--- config.mk ---
export PLATFORM = sky130hd
export DESIGN_NAME = serial_subtractor_alu
export DESIGN_NICKNAME = d
export VERILOG_FILES = /design/src/rtl/serial_subtractor_alu.sv
export SDC_FILE = /design/constraint.sdc
export NUM_CORES = 1
export LEC_CHECK = 0
export ABC_CLOCK_PERIOD_IN_PS = 3200
export CAP_MARGIN = 20
export CORE_UTILIZATION = 54
export DETAILED_ROUTE_END_ITERATION = 8
export PLACE_DENSITY = 0.81
export SKIP_LAST_GASP = 1
export SLEW_MARGIN = 5
export SYNTH_ARGS = -nofsm -noshare
export SYNTH_HDL_FRONTEND = slang
export SYNTH_SLANG_ARGS = --single-unit
--- constraint.sdc ---
create_clock -name clk -period 3.2 [get_ports clk]
set_input_delay 0.64 -clock clk [delete_from_list [all_inputs] [get_ports clk]]
set_output_delay 0.64 -clock clk [all_outputs]
set_load 0.1 [all_outputs]
--- src/rtl/serial_subtractor_alu.sv ---
// Bit-serial A-B (A + ~B + 1) through one full-adder slice with ALU flags; WIDTH cycles from accept to done.
// No queuing: start is ignored while busy, and a start held high through DONE chains the next operation.
module serial_subtractor_alu #(
    parameter int WIDTH = 4
) (
    input  logic             clk,
    input  logic             rst_n,
    input  logic             start,
    input  logic [WIDTH-1:0] a,
    input  logic [WIDTH-1:0] b,
    output logic             busy,
    output logic             done,
    output logic [WIDTH-1:0] diff,
    output logic             borrow,
    output logic             ovf,
    output logic             negf,
    output logic             zf
);

    localparam int CW = (WIDTH > 2) ? $clog2(WIDTH) : 1;
    localparam logic [CW-1:0] LAST_BIT   = CW'(WIDTH - 1);
    localparam logic [CW-1:0] PENULT_BIT = CW'(WIDTH - 2);

    localparam logic [1:0] IDLE = 2'd0;
    localparam logic [1:0] RUN  = 2'd1;
    localparam logic [1:0] DONE = 2'd2;

    logic [1:0]       state_q, state_d;
    logic [WIDTH-1:0] sa_q, sa_d;
    logic [WIDTH-1:0] sb_q, sb_d;
    logic [WIDTH-1:0] res_q, res_d;
    logic [CW-1:0]    cnt_q, cnt_d;
    logic             c_q, c_d;
    logic             cmsb_q, cmsb_d;
    logic [WIDTH-1:0] diff_q, diff_d;
    logic             borrow_q, borrow_d;
    logic             ovf_q, ovf_d;
    logic             negf_q, negf_d;
    logic             zf_q, zf_d;

    logic             sum_bit;
    logic             carry_nxt;
    logic [WIDTH-1:0] res_nxt;

    assign sum_bit   = sa_q[0] ^ sb_q[0] ^ c_q;
    assign carry_nxt = (sa_q[0] & sb_q[0]) | (c_q & (sa_q[0] ^ sb_q[0]));
    assign res_nxt   = {sum_bit, res_q[WIDTH-1:1]};

    always_comb begin
        state_d  = state_q;
        sa_d     = sa_q;
        sb_d     = sb_q;
        res_d    = res_q;
        cnt_d    = cnt_q;
        c_d      = c_q;
        cmsb_d   = cmsb_q;
        diff_d   = diff_q;
        borrow_d = borrow_q;
        ovf_d    = ovf_q;
        negf_d   = negf_q;
        zf_d     = zf_q;

        case (state_q)
            IDLE, DONE: begin
                if (start) begin
                    sa_d    = a;
                    sb_d    = ~b;
                    c_d     = 1'b1;
                    cnt_d   = '0;
                    res_d   = '0;
                    state_d = RUN;
                end else begin
                    state_d = IDLE;
                end
            end
            RUN: begin
                res_d = res_nxt;
                sa_d  = {1'b0, sa_q[WIDTH-1:1]};
                sb_d  = {1'b0, sb_q[WIDTH-1:1]};
                c_d   = carry_nxt;
                cnt_d = cnt_q + CW'(1);
                // Carry into the MSB: compared against carry-out for signed overflow.
                if (cnt_q == PENULT_BIT) begin
                    cmsb_d = carry_nxt;
                end
                if (cnt_q == LAST_BIT) begin
                    diff_d   = res_nxt;
                    borrow_d = ~carry_nxt;
                    ovf_d    = cmsb_q ^ carry_nxt;
                    negf_d   = res_nxt[WIDTH-1] ^ (cmsb_q ^ carry_nxt);
                    zf_d     = ~|res_nxt;
                    state_d  = DONE;
                end
            end
            default: state_d = IDLE;
        endcase
    end

    always_ff @(posedge clk or negedge rst_n) begin
        if (!rst_n) begin
            state_q  <= IDLE;
            sa_q     <= '0;
            sb_q     <= '0;
            res_q    <= '0;
            cnt_q    <= '0;
            c_q      <= 1'b0;
            cmsb_q   <= 1'b0;
            diff_q   <= '0;
            borrow_q <= 1'b0;
            ovf_q    <= 1'b0;
            negf_q   <= 1'b0;
            zf_q     <= 1'b0;
        end else begin
            state_q  <= state_d;
            sa_q     <= sa_d;
            sb_q     <= sb_d;
            res_q    <= res_d;
            cnt_q    <= cnt_d;
            c_q      <= c_d;
            cmsb_q   <= cmsb_d;
            diff_q   <= diff_d;
            borrow_q <= borrow_d;
            ovf_q    <= ovf_d;
            negf_q   <= negf_d;
            zf_q     <= zf_d;
        end
    end

    assign busy   = (state_q == RUN);
    assign done   = (state_q == DONE);
    assign diff   = diff_q;
    assign borrow = borrow_q;
    assign ovf    = ovf_q;
    assign negf   = negf_q;
    assign zf     = zf_q;

endmodule

==> impl_results.md, run 1 <==
- Status: finished clean
- Syn. warnings: 0
- EDFF count, synth: 0
- DRC Markers: 0
- Mapped Nets: 116
- Final #Nets: 137
- First-pass GRT wire length: 3870 µm
- Gr usage total: 22.0%
- Clock root cell: clkbuf_4
- DRT antenna net count: 0
- Critical Path RT: 2.56 ns
- Max Clock Freq: 412 MHz
- Core area: 0.00198 mm²
- Port Buffer Count: 20
- Max_cap viols: 0
- Clock Tree Buf Depth: 2
- Slew @ Worst Pin: 0.562 ns
- Nature of the critical path endpoint: output port
- Syn Inst Count: 102
- Die width: 48.4 µm
- CTS resizes: 0
- Top FF cell, synth: dfrtp_1
- Fin crit period: 2.43 ns
- Top cells by count, synth: dfrtp_1 (25), o21ai_0 (9), nand2_1 (8)
- WP data arrival: 1.79 ns
- Post-Route WL: 2110 µm
- Yosys cell types: 32
- Startpoint class of the critical path: flip-flop
- Detail-routed via count per cell: 5.46
- Top cell type's share of synthesized area: 53.9%
- Drt initial violations: 14
- Die Ht: 48.4 µm
- Total grt overflow: 0
- Area delta synth->final: 18.3%
- Sequential share of the synthesized area: 53.9%
- Clock latency on the worst-skew pair: 0.33 ns
- Clock Skew: 0.00437 ns
- Finished Layout Cells: 149
- Starting Density: 58.6%
- Buffer count from post-CTS setup fixing: 0
- Yosys reg bits: 25
- Syn Area/Cell: 11.4 µm²
- Post-cts hold buffer count: 0
- Clock-pin transition on the worst setup and hold timing paths: 0.13 ns
- R2r setup slk: 1.43 ns
- Vias in the first global route: 834
- Max-slew violation count: 0
- Hold Vio Cnt, Final: 0
- GP Congestion: 0.757
- Count leader, synth: dfrtp_1
- H-tree depth: 1
- Synth top area cells: dfrtp_1 (54%), mux2_2 (4.8%), o21ai_0 (3.9%)
- Synthesized area: 0.00116 mm²
- Setup violators final: 0
- RSZ-0062 raised after global routing: false
- Worst hold path class: flip-flop to flip-flop
- Share of cells above drive strength 1: 18.0%
- Post-placement cell count: 145
- Clk sinks: 25
- # IOs: 21
- Routed wire per std cell: 14.1 µm
- Post-detail-place hpwl: 1520 µm
- Initial antenna violation count: 0
- Dominant cell type by area after synthesis: dfrtp_1
- Cell Rows: 16
- Setup TNS: 0 ns
- Die area: 0.00234 mm²
- Critical path class: flip-flop to output port
- Ys async rst share: 100%
- Crit Path Max Fanout: 20
- Drt first pass iters: 4
- CTS tree: done
- Period utilization: 75.9%
- # diodes: 0
- CTS Buf Count: 3
- Largest net degree at the start of global routing: 26
- Slew headroom: 62.5%
- Via count: 814
- WHS: 0.505 ns
==> cell type report <==
type / instances / area [µm²]
flip-flops and latches: 25 / 626
fillers: 140 / 608
multi-input cells: 65 / 475
repair buffers: 21 / 183
well taps: 27 / 33.8
inverters: 7 / 26.3
clock buffers: 3 / 22.5
clock inverters: 1 / 7.51
==> stage by stage <==
step	cell area (µm²)	utilization (%)	setup slack, ns
after floorplan	1160	-	0.598
after global placement	1340	67.8	1.18
after detailed placement	1340	67.8	1.14
after CTS	1370	69.3	0.782
after global routing	1370	69.3	0.608
final	1370	69.3	0.770
==> kinds of logic after synthesis <==
group,synth area share [%]
AO/OA/AOI/OAI,15.0
flip-flops,53.9
AND/OR/NAND/NOR,11.5
buffers and inverters,5.17
multiplexers,8.30
XOR/XNOR,2.26
adder cells (fa/ha/maj),3.88
==> worst max-delay path: stages (launching register included) <==
cell	delay [ns]
dfrtp_1	0.72
nand2b_1	0.21
inv_1	0.21
buf_4	0.32
==> metal layers <==
metal / GRT usage, % / vias to the layer above / wire, µm
met3: 3.46 / 5 / 92
li1: - / 399 / -
met1: 29.8 / 387 / 933
met2: 35.0 / 23 / 1030
met4: 10.3 / 0 / 49
met5: 0 / - / 0
==> state kept, by name, summed over array words and instances, names as in the netlist <==
register  cells
diff          4
sa_q          4
sb_q          4
res_q         3
cnt_q         2
state_q       2
borrow        1
c_q           1
cmsb_q        1
negf          1
ovf           1
zf            1
==> final timing paths <==
check	from	to	cells past startpoint
worst max register to register	state_q[0]	borrow	2
worst max-delay path	state_q[0]	busy	3
worst min-delay path	zf	zf	2
max in group asynchronous	rst_n	cnt_q[0]	2
min in group asynchronous	rst_n	ovf	2
worst min register to register	zf	zf	2
==> cell usage in the layout, fill, tap and decap left out, types with 4 or more instances in the layout <==
cell type and count:
mux2i_1 4, o21ai_0 9, a21oi_1 4, dfrtp_1 25, nor2b_1 4, a22o_1 4
mux2_2 5, clkdlybuf4s50_1 10, buf_4 11, inv_1 7, nand2_1 8
Power of run 1 is left out: the tool's default activity adds up to more than one toggle a clock period on the data nets, which glitch-free logic cannot reach.
==> run 2: changes to the inputs <==
--- a/config.mk
+++ b/config.mk
@@ -5,11 +5,11 @@
 export SDC_FILE = /design/constraint.sdc
 export NUM_CORES = 1
 export LEC_CHECK = 0
-export ABC_CLOCK_PERIOD_IN_PS = 3200
+export ABC_CLOCK_PERIOD_IN_PS = 2500
 export CAP_MARGIN = 20
-export CORE_UTILIZATION = 54
+export CORE_UTILIZATION = 50
 export DETAILED_ROUTE_END_ITERATION = 8
-export PLACE_DENSITY = 0.81
+export PLACE_DENSITY = 0.76
 export SKIP_LAST_GASP = 1
 export SLEW_MARGIN = 5
 export SYNTH_ARGS = -nofsm -noshare
==> constraint.sdc (replaced) <==
create_clock -name clk -period 2.5 [get_ports clk]
set_input_delay 0.5 -clock clk [delete_from_list [all_inputs] [get_ports clk]]
set_output_delay 0.5 -clock clk [all_outputs]
set_load 0.1 [all_outputs]
==> impl_results.md, run 2 (synthesis gave the netlist of run 1 again) <==
- Post-cts hold buffer count: 0 (unchanged)
- Drt initial violations: 6 (was 14)
- Slew @ Worst Pin: 0.559 ns (was 0.562 ns)
- Clock Skew: 0.00643 ns (was 0.00437 ns)
- H-tree depth: 1 (unchanged)
- Startpoint class of the critical path: flip-flop (unchanged)
- Gr usage total: 17.8% (was 22.0%)
- Clock latency on the worst-skew pair: 0.32 ns (was 0.33 ns)
- CTS tree: done (unchanged)
- Area delta synth->final: 19.2% (was 18.3%)
- Die Ht: 50.2 µm (was 48.4 µm)
- Final Cell Area: 0.00138 mm² (was 0.00137 mm²)
- Buffer count from post-CTS setup fixing: 0 (unchanged)
- Clock-pin transition on the worst setup and hold timing paths: 0.13 ns (about the same)
- Port Buffer Count: 20 (unchanged)
- Crit Path Max Fanout: 20 (unchanged)
- Clk sinks: 25 (unchanged)
- First-pass GRT wire length: 3240 µm (was 3870 µm)
- Initial antenna violation count: 0 (unchanged)
- Final #Nets: 137 (unchanged)
- Routed wire per std cell: 12.9 µm (was 14.1 µm)
- Vias in the first global route: 727 (was 834)
- Nature of the critical path endpoint: output port (unchanged)
- Largest net degree at the start of global routing: 26 (unchanged)
- CTS resizes: 0 (unchanged)
- Cell Rows: 17 (was 16)
- Slowest CP cell: dfrtp_1 (unchanged)
- Max-slew violation count: 0 (unchanged)
- Worst hold path class: flip-flop to flip-flop (unchanged)
- Post-Route WL: 1930 µm (was 2110 µm)
- Max Clock Freq: 455 MHz
- Via count: 785 (was 814)
- DRC Markers: 0 (unchanged)
- Clock Tree Buf Depth: 2 (unchanged)
- Commonest non-fill, non-tap cell in the layout: dfrtp_1 (unchanged)
- WHS: 0.496 ns (was 0.505 ns)
- Die width: 50.2 µm (was 48.4 µm)
- CP Buf/Inv Count: 2 (unchanged)
- Commonest non-fill, non-tap cells in the layout: dfrtp_1 (25), clkdlybuf4s50_1 (10), buf_4 (10), o21ai_0 (9), nand2_1 (8) (was dfrtp_1 (25), buf_4 (11), clkdlybuf4s50_1 (10), o21ai_0 (9), nand2_1 (8))
- Share of cells above drive strength 1: 17.2% (was 18.0%)
- Critical path class: flip-flop to output port (unchanged)
- Core area: 0.00219 mm² (was 0.00198 mm²)
- Placed cell area: 0.00136 mm² (was 0.00134 mm²)
- Slew headroom: 62.7% (was 62.5%)
- CP max stage delay: 0.72 ns (about the same)
- GP Congestion: 0.856 (was 0.757)
- Fin crit period: 2.20 ns
- DRT antenna net count: 0 (unchanged)
- Drt first pass iters: 4 (unchanged)
- Hold Vio Cnt, Final: 0 (unchanged)
- # diodes: 0 (unchanged)
- Clock root cell: clkbuf_4 (unchanged)
- RSZ-0062 raised after global routing: false (unchanged)
- Family with the most delay on the worst path: flip-flops (unchanged)
- Setup TNS: 0 ns (unchanged)
- Detail-routed via count per cell: 5.23 (was 5.46)
- Status: finished clean (unchanged)
- CP Cell Sequence: nand2b_1, inv_1, buf_12 (was nand2b_1, inv_1, buf_4)
- Critical Path RT: 2.00 ns (was 2.56 ns)
- Die area: 0.00252 mm² (was 0.00234 mm²)
- CTS Buf Count: 3 (unchanged)
- # IOs: 21 (unchanged)
- Max_cap viols: 0 (unchanged)
- Post-detail-place hpwl: 1420 µm (was 1520 µm)
- Starting Density: 53.0% (was 58.6%)
- Period utilization: 87.8%
- WP data arrival: 1.70 ns (was 1.79 ns)
- Total grt overflow: 0 (unchanged)
- Setup violators final: 0 (unchanged)
[run 2: cell count changes in the layout (fill, tap and decap cells not counted), sizes merged]
| cell | previous run | this run |
|---|---|---|
| clkbuf | 3 | 4 |
| clkinvlp | 1 | 0 |
[run 2: per-stage QoR]
stage          instances  setup WS (ns)  utilization [%]
4_1_cts              150          0.306             63.2
3_3_place_gp         146          0.622             62.0
5_1_grt              150          0.147             63.2
2_1_floorplan        102         0.0381                -
6_report             150          0.304             63.2
3_5_place_dp         146          0.587             62.0
[run 2: worst register-to-register path, cell delays in order (launching register included)]
cell and delay (ns):
dfrtp_1 0.72, nand3b_1 0.45, mux2_2 0.41
[run 2: per-layer routing]
| metal | vias up | GRT usage [%] | routed length (µm) |
|---|---|---|---|
| li1 | 395 | - | - |
| met1 | 370 | 25.2 | 950 |
| met2 | 15 | 24.9 | 868 |
| met3 | 5 | 3.64 | 66 |
| met4 | 0 | 11.0 | 43 |
| met5 | - | 0 | 0 |
[run 2: final timing paths]
path	startpoint	to	slack, ns	cells after the start
min reg2reg	diff[3]	diff[3]	0.50	2
max in group asynchronous	rst_n	diff[0]	1.75	2
min in group asynchronous	rst_n	cmsb_q	0.52	2
max reg2reg	state_q[0]	diff[1]	0.82	2
max	state_q[0]	busy	0.30	3
min	diff[3]	diff[3]	0.50	2
[run 2: cell type report]
class	instances	area, µm²
Timing Repair Buffer	21	195
Tap cell	28	35.0
Sequential cell	25	626
Fill cell	177	807
Clock buffer	4	26.3
Multi-Input combinational cell	65	475
Inverter	7	26.3
Power of run 2 is left out for the same reason.
==> run 3: changes to the inputs <==
--- a/config.mk
+++ b/config.mk
@@ -7,9 +7,9 @@
 export LEC_CHECK = 0
 export ABC_CLOCK_PERIOD_IN_PS = 2500
 export CAP_MARGIN = 20
-export CORE_UTILIZATION = 50
+export CORE_UTILIZATION = 35
 export DETAILED_ROUTE_END_ITERATION = 8
-export PLACE_DENSITY = 0.76
+export PLACE_DENSITY = 0.56
 export SKIP_LAST_GASP = 1
 export SLEW_MARGIN = 5
 export SYNTH_ARGS = -nofsm -noshare
==> impl_results.md, run 3 (synthesis gave the netlist of run 1 again) <==
- Critical Path RT: 2.00 ns (about the same)
- Worst hold path class: flip-flop to flip-flop (unchanged)
- Port Buffer Count: 20 (unchanged)
- Final #Nets: 138 (was 137)
- GP Congestion: 0.767 (was 0.856)
- Drt initial violations: 16 (was 6)
- Share of cells above drive strength 1: 18.7% (was 17.2%)
- Vias in the first global route: 780 (was 727)
- RSZ-0062 raised after global routing: false (unchanged)
- # diodes: 0 (unchanged)
- Slew @ Worst Pin: 0.498 ns (was 0.559 ns)
- Die Ht: 59.6 µm (was 50.2 µm)
- Top Usage Layer GRT: met2 (was met1)
- CTS resizes: 0 (unchanged)
- Nature of the critical path endpoint: output port (unchanged)
- DRT antenna net count: 0 (unchanged)
- Fin crit period: 2.14 ns (was 2.20 ns)
- H-tree depth: 1 (unchanged)
- Clock Tree Buf Depth: 2 (unchanged)
- Met2 Resource Use GR: 19.7% (was 24.9%)
- WP data arrival: 1.64 ns (was 1.70 ns)
- Die width: 59.6 µm (was 50.2 µm)
- Clk sinks: 25 (unchanged)
- Finished Layout Cells: 167 (was 150)
- # IOs: 21 (unchanged)
- Area delta synth->final: 21.9% (was 19.2%)
- Slew headroom: 66.8% (was 62.7%)
- Met1 Track Usage GR: 19.4% (was 25.2%)
- First-pass GRT wire length: 3520 µm (was 3240 µm)
- Period utilization: 85.8% (was 87.8%)
- Drt first pass iters: 4 (unchanged)
- Routed wire per std cell: 12.2 µm (was 12.9 µm)
- Met3 Use GR: 4.59% (was 3.64%)
- Largest net degree at the start of global routing: 26 (unchanged)
- Total grt overflow: 0 (unchanged)
- Setup TNS: 0 ns (unchanged)
- Crit Path Max Fanout: 14 (was 20)
- Critical path class: flip-flop to output port (unchanged)
- Filler cell count: 301 (was 177)
- CTS tree: done (unchanged)
- Clock-pin transition on the worst setup and hold timing paths: 0.14 ns (was 0.13 ns)
- Starting Density: 37.4% (was 53.0%)
- Initial antenna violation count: 0 (unchanged)
- Buffer count from post-CTS setup fixing: 0 (unchanged)
- Detail-routed via count per cell: 4.67 (was 5.23)
- CTS Buf Count: 3 (unchanged)
- Startpoint class of the critical path: flip-flop (unchanged)
- Max-slew violation count: 0 (unchanged)
- Die area: 0.00355 mm² (was 0.00252 mm²)
- Clock root cell: clkbuf_4 (unchanged)
- Setup violators final: 0 (unchanged)
- WHS: 0.504 ns (was 0.496 ns)
- Core area: 0.00310 mm² (was 0.00219 mm²)
- Post-Route WL: 2030 µm (was 1930 µm)
- Gr usage total: 13.8% (was 17.8%)
- Max_cap viols: 0 (unchanged)
- Commonest non-fill, non-tap cells in the layout: dfrtp_1 (25), buf_4 (11), clkdlybuf4s50_1 (10), o21ai_0 (9), nand2_1 (8) (was dfrtp_1 (25), clkdlybuf4s50_1 (10), buf_4 (10), o21ai_0 (9), nand2_1 (8))
- Cell Rows: 20 (was 17)
- Max Clock Freq: 466 MHz (was 455 MHz)
- Status: finished clean (unchanged)
- Hold Vio Cnt, Final: 0 (unchanged)
- Clock Skew: 0.0117 ns (was 0.00643 ns)
- Via count: 780 (was 785)
- DRC Markers: 0 (unchanged)
- Commonest non-fill, non-tap cell in the layout: dfrtp_1 (unchanged)
- Clock latency on the worst-skew pair: 0.32 ns (about the same)
- Post-cts hold buffer count: 0 (unchanged)
- Post-detail-place hpwl: 1480 µm (was 1420 µm)
- Post-placement cell count: 163 (was 146)
[run 3: cell types whose count changed in the layout (fill, tap and decap cells not counted)]
cell and delta:
buf_4 +1, clkbuf_1 -1, clkinvlp_4 +1
[run 3: per-layer routing]
metal  vias up  share of wire, %  routed length (µm)
li1        399                 -                   -
met1       367                50                1030
met2        12                46                 935
met3         2               2.4                  48
met4         0               1.1                  23
met5         -                 0                   0
[run 3: worst max-delay path, cell delays in order (launching register included)]
cell and delay [ns]:
dfrtp_1 0.59, nand2b_1 0.29, inv_1 0.23, buf_12 0.21
[run 3: area by class of cell]
cell class	instances	area, µm²	share of cell area, %
inverter	7	26.3	1.86
clock buffer	3	22.5	1.59
multi-input combinational	65	475	33.6
sequential	25	626	44.2
clock inverter	1	7.51	0.531
tap	44	55.1	3.89
timing repair buffer	22	203	14.3
[run 3: path summary, 6_finish.rpt]
kind	endpoint	cells past startpoint	from	slack (ns)
max	busy	3	state_q[1]	0.36
min	negf	2	negf	0.50
max reg2reg	diff[0]	2	state_q[1]	0.85
min reg2reg	negf	2	negf	0.50
max in group asynchronous	sb_q[1]	2	rst_n	1.74
min in group asynchronous	c_q	2	rst_n	0.52
[run 3: stage by stage]
step	setup WS [ns]	area, µm²	utilization (%)
2_1_floorplan	0.0381	1160	-
3_3_place_gp	0.608	1390	44.6
3_5_place_dp	0.567	1390	44.6
4_1_cts	0.338	1420	45.6
5_1_grt	0.257	1420	45.6
6_report	0.356	1420	45.6
Power of run 3 is left out for the same reason.
